==> config.mk <==
export PLATFORM = sky130hd
export DESIGN_NAME = sensor_ctrl_flat
export DESIGN_NICKNAME = d
export VERILOG_FILES = /design/src/rtl/sensor_ctrl_pkg.sv /design/src/rtl/sensor_ctrl_if.sv /design/src/rtl/sensor_buf.sv /design/src/rtl/sensor_ctrl.sv /design/src/flat_wrapper.sv
export SDC_FILE = /design/constraint.sdc
export NUM_CORES = 2
export LEC_CHECK = 0
export BUFFER_PORTS_ARGS = -buffer_cell sky130_fd_sc_hd__clkbuf_2
export CORE_ASPECT_RATIO = 0.7
export CORE_MARGIN = 2
export CORE_UTILIZATION = 55
export CTS_BUF_LIST = sky130_fd_sc_hd__clkbuf_4
export CTS_CLUSTER_SIZE = 28
export DETAILED_ROUTE_END_ITERATION = 6
export PLACE_DENSITY_LB_ADDON = 0.1
export RECOVER_POWER = 25
export SLEW_MARGIN = 15
export SYNTH_ARGS = -nofsm -noshare
export SYNTH_HDL_FRONTEND = slang
export SYNTH_SLANG_ARGS = --single-unit
==> constraint.sdc <==
create_clock -name clk -period 8.65 [get_ports clk]
set_input_delay 0 -clock clk [delete_from_list [all_inputs] [get_ports clk]]
set_output_delay 0 -clock clk [all_outputs]
set_load 0.1 [all_outputs]
==> src/rtl/sensor_ctrl_pkg.sv <==
// Shared types and default sizing for the sensor acquisition controller.
package sensor_ctrl_pkg;

    localparam int unsigned SCTRL_DEPTH  = 64;
    localparam int unsigned SCTRL_DATA_W = 32;

    typedef enum logic [1:0] {
        IDLE = 2'd0,
        FILL = 2'd1,
        FULL = 2'd2
    } sctrl_state_t;

endpackage

==> src/rtl/sensor_ctrl_if.sv <==
// CPU-side and sensor-side signal bundle; slave is the controller, master the environment.
interface sensor_ctrl_if
    import sensor_ctrl_pkg::*;
#(
    parameter int unsigned DEPTH  = SCTRL_DEPTH,
    parameter int unsigned DATA_W = SCTRL_DATA_W
) ();

    localparam int unsigned AW = $clog2(DEPTH);

    logic              sctrl_en;
    logic              sctrl_clear;
    logic [AW-1:0]     sctrl_addr;
    logic [DATA_W-1:0] sctrl_out;
    logic [AW:0]       sctrl_count;
    logic              sctrl_interrupt;
    logic              sensor_ready;
    logic [DATA_W-1:0] sensor_out;
    logic              sensor_en;

    modport slave (
        input  sctrl_en, sctrl_clear, sctrl_addr, sensor_ready, sensor_out,
        output sctrl_out, sctrl_count, sctrl_interrupt, sensor_en
    );

    modport master (
        output sctrl_en, sctrl_clear, sctrl_addr, sensor_ready, sensor_out,
        input  sctrl_out, sctrl_count, sctrl_interrupt, sensor_en
    );

endinterface

==> src/rtl/sensor_buf.sv <==
// Sample buffer: one write port, one registered read port; array has no reset so it can map to SRAM.
module sensor_buf
    import sensor_ctrl_pkg::*;
#(
    parameter int unsigned DEPTH  = SCTRL_DEPTH,
    parameter int unsigned DATA_W = SCTRL_DATA_W,
    localparam int unsigned AW    = $clog2(DEPTH)
) (
    input  logic              clk,
    input  logic              rst,
    input  logic              we_i,
    input  logic [AW-1:0]     waddr_i,
    input  logic [DATA_W-1:0] wdata_i,
    input  logic [AW-1:0]     raddr_i,
    output logic [DATA_W-1:0] rdata_o
);

    logic [DATA_W-1:0] mem_q [DEPTH];
    logic [DATA_W-1:0] rdata_q;

    always_ff @(posedge clk) begin
        if (we_i) begin
            mem_q[waddr_i] <= wdata_i;
        end
    end

    // Same-address read during a write returns the pre-write word.
    always_ff @(posedge clk or posedge rst) begin
        if (rst) begin
            rdata_q <= '0;
        end else begin
            rdata_q <= mem_q[raddr_i];
        end
    end

    assign rdata_o = rdata_q;

endmodule

==> src/rtl/sensor_ctrl.sv <==
// Sensor burst acquisition: FSM, sample counter and output decode around the sample buffer.
module sensor_ctrl
    import sensor_ctrl_pkg::*;
#(
    parameter int unsigned DEPTH  = SCTRL_DEPTH,
    parameter int unsigned DATA_W = SCTRL_DATA_W
) (
    input  logic           clk,
    input  logic           rst,
    sensor_ctrl_if.slave   bus
);

    localparam int unsigned AW = $clog2(DEPTH);
    localparam int unsigned CW = AW + 1;

    sctrl_state_t  state_q, state_d;
    logic [CW-1:0] count_q, count_d;
    logic          sensor_en_q;
    logic          irq_q;
    logic          wr_en;

    always_ff @(posedge clk or posedge rst) begin
        if (rst) begin
            state_q     <= IDLE;
            count_q     <= '0;
            sensor_en_q <= 1'b0;
            irq_q       <= 1'b0;
        end else begin
            state_q     <= state_d;
            count_q     <= count_d;
            sensor_en_q <= (state_d == FILL);
            irq_q       <= (state_d == FULL);
        end
    end

    // Clear overrides everything, including a coincident sample.
    always_comb begin
        state_d = state_q;
        count_d = count_q;
        wr_en   = 1'b0;
        if (bus.sctrl_clear) begin
            state_d = IDLE;
            count_d = '0;
        end else begin
            unique case (state_q)
                IDLE: begin
                    if (bus.sctrl_en) begin
                        state_d = FILL;
                    end
                end
                FILL: begin
                    if (bus.sensor_ready) begin
                        wr_en   = 1'b1;
                        count_d = count_q + CW'(1);
                    end
                    if (bus.sensor_ready && (count_q == CW'(DEPTH - 1))) begin
                        state_d = FULL;
                    end else if (!bus.sctrl_en) begin
                        state_d = IDLE;
                    end
                end
                FULL: begin
                    state_d = FULL;
                end
                default: begin
                    state_d = IDLE;
                end
            endcase
        end
    end

    sensor_buf #(
        .DEPTH  (DEPTH),
        .DATA_W (DATA_W)
    ) u_buf (
        .clk     (clk),
        .rst     (rst),
        .we_i    (wr_en),
        .waddr_i (count_q[AW-1:0]),
        .wdata_i (bus.sensor_out),
        .raddr_i (bus.sctrl_addr),
        .rdata_o (bus.sctrl_out)
    );

    assign bus.sctrl_count     = count_q;
    assign bus.sensor_en       = sensor_en_q;
    assign bus.sctrl_interrupt = irq_q;

endmodule
==> src/flat_wrapper.sv <==
// flat-port wrapper written by rule: the top's interface ports become plain ports
module sensor_ctrl_flat import sensor_ctrl_pkg::*;
#(
    parameter int unsigned DEPTH  = SCTRL_DEPTH,
    parameter int unsigned DATA_W = SCTRL_DATA_W
)
  (clk, rst, bus_sctrl_en, bus_sctrl_clear, bus_sctrl_addr, bus_sensor_ready, bus_sensor_out, bus_sctrl_out, bus_sctrl_count, bus_sctrl_interrupt, bus_sensor_en);
  sensor_ctrl_if #(.DEPTH(DEPTH), .DATA_W(DATA_W)) bus_i ();
  input  logic clk;
  input  logic rst;
  input wire logic [$bits(bus_i.sctrl_en)-1:0] bus_sctrl_en;
  input wire logic [$bits(bus_i.sctrl_clear)-1:0] bus_sctrl_clear;
  input wire logic [$bits(bus_i.sctrl_addr)-1:0] bus_sctrl_addr;
  input wire logic [$bits(bus_i.sensor_ready)-1:0] bus_sensor_ready;
  input wire logic [$bits(bus_i.sensor_out)-1:0] bus_sensor_out;
  output wire logic [$bits(bus_i.sctrl_out)-1:0] bus_sctrl_out;
  output wire logic [$bits(bus_i.sctrl_count)-1:0] bus_sctrl_count;
  output wire logic [$bits(bus_i.sctrl_interrupt)-1:0] bus_sctrl_interrupt;
  output wire logic [$bits(bus_i.sensor_en)-1:0] bus_sensor_en;
  assign bus_i.sctrl_en = bus_sctrl_en;
  assign bus_i.sctrl_clear = bus_sctrl_clear;
  assign bus_i.sctrl_addr = bus_sctrl_addr;
  assign bus_i.sensor_ready = bus_sensor_ready;
  assign bus_i.sensor_out = bus_sensor_out;
  assign bus_sctrl_out = bus_i.sctrl_out;
  assign bus_sctrl_count = bus_i.sctrl_count;
  assign bus_sctrl_interrupt = bus_i.sctrl_interrupt;
  assign bus_sensor_en = bus_i.sensor_en;
  sensor_ctrl #(.DEPTH(DEPTH), .DATA_W(DATA_W)) u_core (.clk(clk), .rst(rst), .bus(bus_i));
endmodule
### Word level (Yosys, flattened, before mapping)

Memories as Yosys holds them, arrays and structs flattened. A register that Yosys moved wholly into a read port is not among the register bits.
Cells that the tools add are included.

* multiplexer cells: 13
* $add $sub $neg: 1
* eq/ne operators: 5
* reductions and logical operators: 5

Operators by type and width (number)
* 7-bit 2-to-1 mux: 3
* 2-bit 2-to-1 mux: 4
* 7-bit by 1-bit adder with 7-bit output, second input constant: 1
* 7-bit by 6-bit equality test with 1-bit output, second input constant: 1
* 2-bit case mux with 3 select lines: 1
* 1-bit 2-to-1 mux: 5
* 2-bit by 1-bit equality test with 1-bit output, second input constant: 2
* 2-bit equality test, second input constant: 2
* 2-bit nonzero test: 2
* 2-bit zero test: 1
* 2-bit AND reduction: 1
* 1-bit logical AND: 1

* bits of input ports: 43
* memories kept: 1
* memory bits (writable): 2048
* output and inout port bits: 41
* word-level logic and storage cells: 29
* register bits after elaboration: 11

Memory list
* u_core.u_buf.mem_q: depth 64, bits a word 32, rd ports 1, clocked after memory_dff 1, write ports 1, line sensor_buf.sv:18 `logic [DATA_W-1:0] mem_q [DEPTH];`

### Depth between registers and ports, before layout

* depth after elaboration: 6
* gate-level depth with buffers: 9
* mapped depth without buffers: 5

### By module

From an unflattened synthesis, not the netlist that was laid out.

* cells, all modules: 3560
* area, all modules: 79478.7 µm²

Modules (own cells, without submodules)
* sensor_buf: times used 1, seq. area each 62299.8 µm², area an instance 78963.2 µm², cells each 3512
* sensor_ctrl: times used 1, seq. area each 275.3 µm², area an instance 515.5 µm², cells each 48

### Worst setup path before layout

No wires, ideal clock.

* path kind: register to register
* from: reg u_core.count_q[0], in the netlist u_core.bus.sctrl_count[0]
* to: mem u_core.u_buf.mem_q[14][0] (netlist name), enable pin
* path buffers: 1
* arrival time: 3.223 ns
* stages on the path, launching flop included: 5
* library setup time: 0.421 ns
* data required time: 8.229 ns
* clock period less this slack: 3.644 ns
* slack: 5.006 ns
* path through: dfrtp_1 clkbuf_1 nor4_1 nand3_1 nor2_1

RTL lines
* from (decl): line sensor_ctrl.sv:17 `logic [CW-1:0] count_q, count_d;`
* from (signal assigned): line sensor_ctrl.sv:30 `count_q <= count_d;`
* to (decl): line sensor_buf.sv:18

No word-level cell before the write port.

==> qor.yml <==
logic_synthesis:
  synth_edf_count: 2048
  yosys-top-cells-area: "edfxtp_1 (78%), mux4_2 (15%), dfrtp_1 (1.4%)"
  synth_top_area_cell: "edfxtp_1"
  avgSynthCellArea_sq_um: 23.3
  ys_types: 50
  yosysWarnings: 0
  yosysMostFrequentCell: "edfxtp_1"
  synth_top_area_share_pct: 78.0
  yosysSeqAreaShare_pct: 79.3
  syn-num-nets: 3424
  synth_flop_cell: "edfxtp_1"
  syn_inst: 3380
  synth_area_sq_mm: 0.0789
  ys_ff_latch: 2091
  synthTopCellsByCount: "edfxtp_1 (2,048), mux4_2 (508), o22ai_1 (118)"
  async_flop_share_pct: 2.06
sta:
  fin_worst_skew_ps: 79.7
  finalHoldViolations: 0
  worst_slew_pin_slew_ps: 3200
  rsz0062_at_grt: "false"
  period_needed_ps: 3760
  slew_violations: 1414
  slew-limit-headroom_pct: -114
  post-route-period-util_pct: 43.5
  fmax_mhz: 266
  setup_viol: 0
  tns_ps: 0
cts:
  cts_buffers: 480
  clock_path_buffers: 4
  cts.sinks: 2091
  cts_resized: 0
  htree_levels: 5
  clk_pin_slew_ps: 80
  cts_tree: "done"
  cts-root-buf: "clkbuf_4"
  clkLatencyLatePin_ps: 1400
route:
  drt_first_iter_violations: 4999
  drtAntennaViolNets: 0
  drt-vias-per-instance: 6.46
  drc: 0
  wl_per_cell_um: 32.8
  drtPass1Iterations: 5
  num_vias: 40089
  wl_mm: 203
floorplanning:
  initial_core_util_pct: 55.3
  dieHeight_um: 321
  row_count: 116
  die_w_um: 457
  dieArea_sq_mm: 0.147
  io_pins: 84
  design.core.area_sq_mm: 0.143
layout:
  multi_input_area_sq_mm: 0.0158
  post-route-cell-area_sq_mm: 0.0888
  fin_util_pct: 62.3
  fill_cells: 9808
  area_growth_pct: 12.6
  nets: 4010
  layout-drive-gt1-share_pct: 35.3
  register_area_sq_mm: 0.0626
setup_path:
  crit_buf_inv: 6
  cp_common_cell: "dlygate4sd3_1"
  cp-start-kind: "input pin"
  end_kind: "register"
  slowest_delay_ps: 1010
  slowest_stage: "nor4_1"
  reg2regPathDepth: 4
  critPathKind: "input pin to register"
  critPathTopFamily: "buffers and inverters"
  cp_cell_sequence: "dlygate4sd3_1 > dlygate4sd3_1 > buf_8 > buf_12 > nor2b_1 > nand2b_1 > buf_4 > o22ai_1 > nor4_1 > o22a_1 > dlygate4sd3_1"
  worstReg2RegStart: "u_core.state_q[1]$_DFF_PP0_"
  cp.required_ps: 9990
  r2r_end: "u_core.u_buf.mem_q[27][12]$_DFFE_PP_"
  rrSetupSlack_ps: 5080
  cp_max_fo: 83
  crit_arrival_ps: 5110
power:
  p_sw_mw: 4.48
  pwr-share-clk_pct: 38.1
  comb_power_share_pct: 5.4
  leakagePower_nw: 28.2
  swShare_pct: 22.7
  peakVddDrop_mv: 0.201
  sequentialPowerShare_pct: 56.6
  total_power_mw: 19.8
  internal-power_mw: 15.3
  p_per_area_mw_per_mm2: 223
place:
  hpwl_mm: 110
  placed_area_sq_mm: 0.0821
  portBuffers: 83
  gp_congestion: 0.793
global_routing:
  grt_pass1_wl_mm: 288
  gr-usage-met1_pct: 41.0
  gr-usage-all-layers_pct: 28.0
  grtUsageMet2_pct: 42.2
  grt_max_degree: 112
  grt-ovfl-total: 0
  busiest_layer: "met2"
  antenna_found_initial: 14
  grt_pass1_vias: 40460
  use_met3_pct: 7.16
hold_path:
  hp-start: "bus_sctrl_clear"
  hold_depth: 4
  worstHoldEndpoint: "u_core.bus.sctrl_count[2]$_DFFE_PP0P_"
  hold_path_class: "input pin to register"
status:
  status: "finished with violations"
  violations: "capacitance limit, slew limit"
flow_run:
  maxCapViolCount: 22
==> flip-flops by register name, summed over array words and instances, names as in the netlist <==
register	count
u_core.bus.sctrl_count	7
u_core.u_buf.mem_q	2048
u_core.u_buf.rdata_o	32
u_core.bus.sensor_en	1
u_core.bus.sctrl_interrupt	1
u_core.state_q	2
==> layout by cell type (no fill, tap or decap), types with 13 or more instances in the layout <==
master         instances
clkbuf_2              63
mux2i_1               59
nor2_4                64
mux4_2               508
clkbuf_4             732
nand2_1               44
dlygate4sd3_1         86
clkinv_1              78
clkinv_2              13
nor2_1                38
dfrtp_1               43
nor4_1                21
o221ai_1              54
edfxtp_1            2048
clkbuf_1              23
a21oi_1               45
o22ai_1              118
o22a_1                25
buf_4                100
==> layout make-up <==
| class | count | share of cell area (%) |
|---|---|---|
| flip-flops and latches | 2091 | 70.4 |
| multi-input cells | 1104 | 17.8 |
| clock buffers | 732 | 6.19 |
| well taps | 1888 | 2.66 |
| repair buffers | 286 | 2.46 |
| clock inverters | 94 | 0.424 |
| diodes | 12 | 0.0338 |
| inverters | 3 | 0.0141 |
==> cell families (layout without fill, tap and decap cells) <==
group | count (synthesis) | in the layout | share of synthesized area, %
adders and majority gates | 1 | 1 | 0.0159
AOI/OAI and AO/OA | 285 | 285 | 2.50
xor gates and xnor gates | 5 | 5 | 0.0555
and+or+nand+nor | 239 | 239 | 1.41
other | 0 | 12 | 0
muxes | 574 | 574 | 15.4
DFF | 2091 | 2091 | 79.3
buffers and inverters | 185 | 1115 | 1.33
==> metal layers <==
layer  up-vias  wire, um
met2      2402     95000
li1      16070         -
met5         -        57
met4        10      4810
met1     21284     81800
met3       323     21700
==> how the worst max path moves through the flow <==
stage	start	to	slack [ps]	depth (start not counted)
floorplan	u_core.bus.sctrl_count[0]$_DFFE_PP0P_	u_core.u_buf.mem_q[14][0]$_DFFE_PP_	5010	4
global placement	bus_sctrl_addr[2]	u_core.u_buf.rdata_o[12]$_DFF_PP0_	4660	8
detailed placement	bus_sctrl_addr[4]	u_core.u_buf.rdata_o[21]$_DFF_PP0_	4970	6
CTS	bus_sctrl_addr[2]	u_core.u_buf.rdata_o[21]$_DFF_PP0_	4920	11
global route	bus_sctrl_addr[0]	u_core.u_buf.rdata_o[31]$_DFF_PP0_	4770	9
finish	bus_sctrl_addr[2]	u_core.u_buf.rdata_o[20]$_DFF_PP0_	4890	11
==> timing repair <==
item | CTS | global route
hold buffers | 76 | 10
endpoints found under the hold margin | 2514 | 477
setup buffers | 0 | 0
==> metrics by stage <==
step / worst slack, ps / hold slack, ps / instances
6_report: 4890 / 160 / 6210
4_1_cts: 4920 / 28.0 / 6187
3_3_place_gp: 4660 / 252 / 5283
2_1_floorplan: 5010 / 98.9 / 3380
5_1_grt: 4770 / 85.6 / 6208
3_5_place_dp: 4970 / 256 / 5285
==> power groups by stage <==
| stage | logic, mW | registers (mW) | clock network (mW) |
|---|---|---|---|
| after floorplan | 0.489 | 11.5 | 0 |
| after global placement | 1.01 | 11.4 | 0 |
| after detailed placement | 1.04 | 11.4 | 0 |
| after CTS | 1.07 | 11.2 | 7.69 |
| after global routing | 1.12 | 11.2 | 8.21 |
| final | 1.07 | 11.2 | 7.53 |
==> worst register-to-register path, delay by kind of cell (launching register included) <==
kind,cells,cell delay (ps)
buffers and inverters,1,510
DFF,1,460
and+or+nand+nor,3,2160
Note: power is estimated with default switching activity, not from simulation.
